==> src/rtl/qarma_sched.sv <==
// Two-requester front end for a shared combinational QARMA-128 core.
// Round-robin grant, fixed settle latency, key zeroization after each response.
module qarma_sched #(
    parameter int unsigned WAIT_CYC = 4
) (
    input  logic         clk,
    input  logic         rst_n,
    input  logic         req0_valid,
    output logic         req0_ready,
    input  logic         req0_enc,
    input  logic [255:0] req0_key,
    input  logic [127:0] req0_pt,
    input  logic [127:0] req0_tweak,
    input  logic         req1_valid,
    output logic         req1_ready,
    input  logic         req1_enc,
    input  logic [255:0] req1_key,
    input  logic [127:0] req1_pt,
    input  logic [127:0] req1_tweak,
    output logic         core_enc,
    output logic [255:0] core_K,
    output logic [127:0] core_P,
    output logic [127:0] core_T,
    input  logic [127:0] core_C,
    output logic         rsp_valid,
    input  logic         rsp_ready,
    output logic [127:0] rsp_data,
    output logic         rsp_id,
    output logic         busy
);

    typedef enum logic [1:0] {
        S_IDLE,
        S_WAIT,
        S_RESP
    } state_e;

    localparam logic [3:0] CNT_INIT = 4'(WAIT_CYC - 1);

    state_e       state_q, state_d;
    logic [3:0]   cnt_q, cnt_d;
    logic         last_id_q, last_id_d;
    logic         core_enc_q, core_enc_d;
    logic [255:0] core_k_q, core_k_d;
    logic [127:0] core_p_q, core_p_d;
    logic [127:0] core_t_q, core_t_d;
    logic [127:0] rsp_data_q, rsp_data_d;
    logic         rsp_id_q, rsp_id_d;

    logic idle;
    logic gnt1;

    // rst_n gates the readies so nothing is offered while reset is held
    assign idle       = (state_q == S_IDLE) && rst_n;
    assign gnt1       = req1_valid && (!req0_valid || !last_id_q);
    assign req0_ready = idle && req0_valid && !gnt1;
    assign req1_ready = idle && gnt1;

    always_comb begin
        state_d    = state_q;
        cnt_d      = cnt_q;
        last_id_d  = last_id_q;
        core_enc_d = core_enc_q;
        core_k_d   = core_k_q;
        core_p_d   = core_p_q;
        core_t_d   = core_t_q;
        rsp_data_d = rsp_data_q;
        rsp_id_d   = rsp_id_q;
        unique case (state_q)
            S_IDLE: begin
                if (req0_ready || req1_ready) begin
                    core_enc_d = req1_ready ? req1_enc   : req0_enc;
                    core_k_d   = req1_ready ? req1_key   : req0_key;
                    core_p_d   = req1_ready ? req1_pt    : req0_pt;
                    core_t_d   = req1_ready ? req1_tweak : req0_tweak;
                    rsp_id_d   = req1_ready;
                    last_id_d  = req1_ready;
                    cnt_d      = CNT_INIT;
                    state_d    = S_WAIT;
                end
            end
            S_WAIT: begin
                if (cnt_q != 4'd0) begin
                    cnt_d = cnt_q - 4'd1;
                end else begin
                    rsp_data_d = core_C;
                    state_d    = S_RESP;
                end
            end
            S_RESP: begin
                if (rsp_ready) begin
                    core_k_d = '0;
                    state_d  = S_IDLE;
                end
            end
            default: state_d = S_IDLE;
        endcase
    end

    always_ff @(posedge clk or negedge rst_n) begin
        if (!rst_n) begin
            state_q    <= S_IDLE;
            cnt_q      <= 4'd0;
            last_id_q  <= 1'b1;
            core_enc_q <= 1'b0;
            core_k_q   <= '0;
            core_p_q   <= '0;
            core_t_q   <= '0;
            rsp_data_q <= '0;
            rsp_id_q   <= 1'b0;
        end else begin
            state_q    <= state_d;
            cnt_q      <= cnt_d;
            last_id_q  <= last_id_d;
            core_enc_q <= core_enc_d;
            core_k_q   <= core_k_d;
            core_p_q   <= core_p_d;
            core_t_q   <= core_t_d;
            rsp_data_q <= rsp_data_d;
            rsp_id_q   <= rsp_id_d;
        end
    end

    assign core_enc  = core_enc_q;
    assign core_K    = core_k_q;
    assign core_P    = core_p_q;
    assign core_T    = core_t_q;
    assign rsp_data  = rsp_data_q;
    assign rsp_id    = rsp_id_q;
    assign rsp_valid = (state_q == S_RESP);
    assign busy      = (state_q != S_IDLE);

endmodule

==> config.mk <==
export PLATFORM = sky130hd
export DESIGN_NAME = qarma_sched
export DESIGN_NICKNAME = d
export VERILOG_FILES = /design/src/rtl/qarma_sched.sv
export SDC_FILE = /design/constraint.sdc
export NUM_CORES = 1
export LEC_CHECK = 0
export BUFFER_PORTS_ARGS = -buffer_cell sky130_fd_sc_hd__buf_4
export CAP_MARGIN = 25
export CORE_AREA = 2 2 696 698
export CTS_CLUSTER_DIAMETER = 80
export CTS_CLUSTER_SIZE = 25
export DETAILED_ROUTE_END_ITERATION = 16
export DIE_AREA = 0 0 698 700
export PLACE_DENSITY = 0.3
export SETUP_SLACK_MARGIN = 0.1
export SYNTH_ARGS = -nofsm -noshare
export SYNTH_HDL_FRONTEND = slang
export SYNTH_SLANG_ARGS = --single-unit
export TNS_END_PERCENT = 100
==> constraint.sdc <==
create_clock -name clk -period 2.4 [get_ports clk]
set_clock_uncertainty 0.1 [all_clocks]
set_input_delay 0.24 -clock clk [delete_from_list [all_inputs] [get_ports clk]]
set_output_delay 0.24 -clock clk [all_outputs]
set_load 0.1 [all_outputs]
---- Word level (Yosys, flattened, before mapping) ----
Cells that the tools add are included.
Widths: inputs -> output; s select.
word-level totals
  flip-flop bits (word level) ............. 649
  bits of input ports ..................... 1159
  output and inout port bits .............. 646
  logic and storage cells ................. 51
cells by class
  add/sub/neg operators ................... 1
  eq/ne operators ......................... 6
  muxes and demuxes ....................... 14
  bitwise operators ....................... 1
  reductions and logical operators ........ 20
operator list
  kind                 count
  $mux 256             3
  $pmux 256 s2         1
  $mux 128             2
  $reduce_and 3->1     3
  $mux 4               2
  $pmux 4 s2           1
  $mux 2               3
  $pmux 2 s3           1
  $reduce_bool 2->1    3
  $logic_and 1x1->1    5
  $ne 2x1->1 const B   2
  $ne 2x2->1 const B   2
  $reduce_and 2->1     2
  $reduce_bool 4->1    1
  $sub 4x1->4 const B  1
  $logic_not 1->1      3
  $eq 2x1->1 const B   1
  $eq 2x2->1 const B   1
  $logic_not 2->1      1
  $logic_or 1x1->1     2
  $mux 1               1
  $not 1->1            1

---- Depth between registers and ports, before layout ----
  depth after elaboration ................. 8
  depth in mapped cells ................... 8
  mapped depth without buffers ............ 6

---- Worst setup path after synthesis ----
Ideal clock, no wire load.
  path type ............................... reg2out
  start point ............................. register state_q[1]
  end point ............................... output port req0_ready
  data arrival time ....................... 2.319 ns
  data required time ...................... 2.060 ns
  setup slack ............................. -0.259 ns
  stages on the path, launching flop included .. 5
  path buffers ............................ 1
  cells stage by stage .................... dfrtp_1 -> buf_2 -> nor3b_4 -> nand2_1 -> a21oi_1
between the ends
  longest elaborated chain between the ends .. 4
ends and longest elaborated chain
  what                             line  RTL
  start, declared                  40    state_e state_q, state_d;
  start signal, assigned           112   state_q <= state_d;
  $logic_not 2->1                  54    assign idle = (state_q == S_IDLE) && rst_n;
  $logic_and 1x1->1                54
  $logic_and 1x1->1 (2 in series)  56    assign req0_ready = idle && req0_valid && !gnt1;
  end, declared                    9     output logic req0_ready,
No other way between the ends.

---- Worst setup path after layout ----
Ends and elaborated chain as after synthesis.

==> run_results.csv <==
group,metric,value,unit
run_status,outcome,"complete, but fails checks",
run_status,violations,"setup timing",
power_and_ir_drop,ir_drop,0.8836,mV
logic_synthesis,synth_seq_cells,649,
grt,grt_max_degree,102,
hold_path,hold_class,"in2reg",
logic_synthesis,yosysTopAreaCell,"dfrtp_1",
floorplanning,io_pins,1805,
grt,grt_overflow,0,
grt,grt_pass1_wl,434300,um
logic_synthesis,yosysTopAreaCellShare,55.97,%
cts,cts_buffers,82,
placement,placed_cells,10470,
drt,wl_per_cell,29.68,um
sta,period_share,103.2,%
floorplanning,rows,255,
sta,clock.fmax,403.6,MHz
grt,grt_pass1_vias,35310,
critical_path,required,2060,ps
logic_synthesis,synthMuxAreaShare,22.73,%
logic_synthesis,synth_compound_area_share,12.93,%
grt,antenna_found_initial,408,
cts,clk_pin_slew_worst_paths,70,ps
floorplanning,core,481100,um2
sta,final_hold_viol_count,0,
cts,clock-sinks,649,
logic_synthesis,synth_common_cells,"648 x dfrtp_1, 514 x mux2i_1, 262 x nand2_1, 236 x o2bb2ai_1, 204 x o21ai_1",
sta,grt_setup_unrepaired,"yes",
final_layout,stdcell_area,66190,um2
sta,finalWorstPathRequiredPeriod,2478,ps
sta,worst_slack,-77.65,ps
sta,worst_slew_pin_slew,842.2,ps
logic_synthesis,syn_area_per_cell,12.67,um2
floorplanning,dieHeight,700,um
final_layout,drive_above_1_share,42.39,%
final_layout,fillCellCount,54850,
drt,remaining_drc_errors,0,
final_layout,multi_input_area,11600,um2
sta,relSlewSlack,43.85,%
logic_synthesis,synth.most_common_cell,"dfrtp_1",
logic_synthesis,synth-edff-count,0,
logic_synthesis,synth-simple-area-share,3.714,%
placement,gp_congestion,1.010,
critical_path,cp.arrival,2140,ps
floorplanning,die_area,488600,um2
power_and_ir_drop,power_density,1517,nW/um2
run,maxCapViolations,0,
sta,tns,-205.8,ps
drt,ant_nets,0,
drt,vias,33940,
logic_synthesis,ys_seq_area_share,56.06,%
drt,drt_iter0_markers,1705,
logic_synthesis,syn_nets,3448,
logic_synthesis,synthDistinctLibCells,34,
logic_synthesis,synth-main-ff-cell,"dfrtp_1",
final_layout,area_growth,128.4,%
power_and_ir_drop,leakagePower,28.74,nW
logic_synthesis,syn_area,28970,um2
drt,routed_via_density,2.840,
critical_path,worstSetupPathType,"reg2out",
drt,totalWireLength,354700,um
cts,htree_num_levels,3,
critical_path,critPathCaptureType,"primary output",
floorplanning,start_util,6.022,%
final_layout,layoutNonFillerInstCount,11950,
cts,insertion_delay,830,ps
logic_synthesis,synth-xor-area-share,0,%
critical_path,path_max_fanout,4,
logic_synthesis,async_flop_share,100.0,%
grt,grt_usage,13.89,%
final_layout,postLayoutCoreUtil,13.76,%
cts,cts_tree,"built",
sta,finalSetupViolations,3,
drt,drt_first_pass_iters,5,
placement,dp_hpwl,312000,um
final_layout,final_nets,6479,
floorplanning,fp.dieW,698,um
placement,port_buffers,1804,
logic_synthesis,yosysWarnings,0,
logic_synthesis,synthTopCellsByArea,"dfrtp_1 56%, mux2i_1 18%, o2bb2ai_1 7.1%",
logic_synthesis,synth_top_family_by_area,"multiplexers",
final_layout,seqCellArea,16240,um2
placement,placed_area,50890,um2
sta,finalMaxSlewViolations,0,
cts,cts_root_buf,"clkbuf_16",
logic_synthesis,syn_inst,2287,
logic_synthesis,synthAdderAreaFrac,0.08637,%
critical_path,start_kind,"flop",
cts,cts_buffer_depth,4,
==> metal layers <==
layer	share of wire, %	global-route usage (%)	wire [um]
met2	48	24.00	170800
met5	0.34	0	1212
met4	3.8	4.091	13430
met3	8.5	5.165	30230
met1	39	15.89	139000
==> area by class of cell <==
class	instances	share of cell area, %
well taps	6425	12.15
clock inverters	53	0.9036
multi-input cells	1449	17.53
flip-flops and latches	649	24.54
inverters	5	0.02836
diodes	144	0.5444
clock buffers	94	3.276
repair buffers	3131	41.03
==> critical path, stage by stage (launching register included) <==
cell,delay (ps)
dfrtp_2,430
nor3b_4,210
buf_6,140
nand2_2,40
a21oi_2,110
buf_6,170
buf_12,180
==> per-stage QoR <==
step,hold slack (ps),setup slack (ps),total power [W]
floorplan,-155.6,357.3,0.06444
finish,94.86,-77.65,0.1004
global route,34.92,-241.0,0.1039
CTS,4.081,-274.0,0.1021
detailed placement,-4.671,-92.71,0.08532
global placement,-5.881,-56.89,0.08516
==> registers in the layout, indices dropped and copies added (netlist names) <==
| name | cells |
|---|---|
| core_K | 256 |
| core_P | 128 |
| core_T | 128 |
| rsp_data | 128 |
| cnt_q | 4 |
| state_q | 2 |
| core_enc | 1 |
| last_id_q | 1 |
| rsp_id | 1 |
==> final timing paths <==
check / start / end / slack [ps] / cells after the start
max reg2reg: state_q[1] / rsp_data[75] / 140 / 9
min: req1_valid / core_T[106] / 90 / 5
min reg2reg: core_T[12] / core_T[12] / 380 / 2
max: state_q[1] / req0_ready / -80 / 6
min in group asynchronous: rst_n / core_K[70] / 180 / 4
max in group asynchronous: rst_n / core_T[82] / 1130 / 5
==> power breakdown <==
group,internal [W],switching [W]
logic,0.0145,0.0524
clock network,0.00725,0.00627
registers,0.0161,0.00389
total,0.0379,0.0625
==> layout by cell type (no fill, tap or decap), types with 2 or more instances in the layout <==
cell and instances:
nor2_1 5, clkinv_8 5, nor3b_4 2, inv_1 5, buf_6 10, clkbuf_16 88, nand2_4 2, nand2_2 2
buf_4 1903, mux2_2 128, dlymetal6s4s_1 3, buf_8 2, buf_12 42, mux2i_4 5, inv_12 3, mux2i_2 6
clkinv_4 6, clkinvlp_4 9, dfrtp_1 646, o2bb2ai_1 236, ha_1 2, clkinv_2 9, clkbuf_1 6, mux2i_1 503
dlygate4sd3_1 1163, inv_8 5, diode_2 144, a21oi_1 4, buf_16 3, clkbuf_8 5, o21ai_0 56, bufinv_16 5
o2bb2ai_2 20, nand2_1 258, o21ai_1 204, inv_6 11, dfrtp_2 2
==> repair_timing <==
action,CTS,global route
hold buffers,1166,0
resized for setup,31,17
cloned,0,7
pin swaps,2,4
endpoints found under the setup margin,7,101
buffers inserted,10,9
endpoints found under the hold margin,1100,0
==> logic make-up (layout without fill, tap and decap cells) <==
kind of cell / count (synthesis) / in the layout
AO/OA/AOI/OAI: 528 / 528
adder cells (fa/ha/maj): 2 / 2
buffers and inverters: 190 / 3283
flip-flops: 649 / 649
multiplexers: 642 / 642
other: 0 / 144
AND/OR/NAND/NOR: 276 / 277
Power figures use the tool's default switching activity.
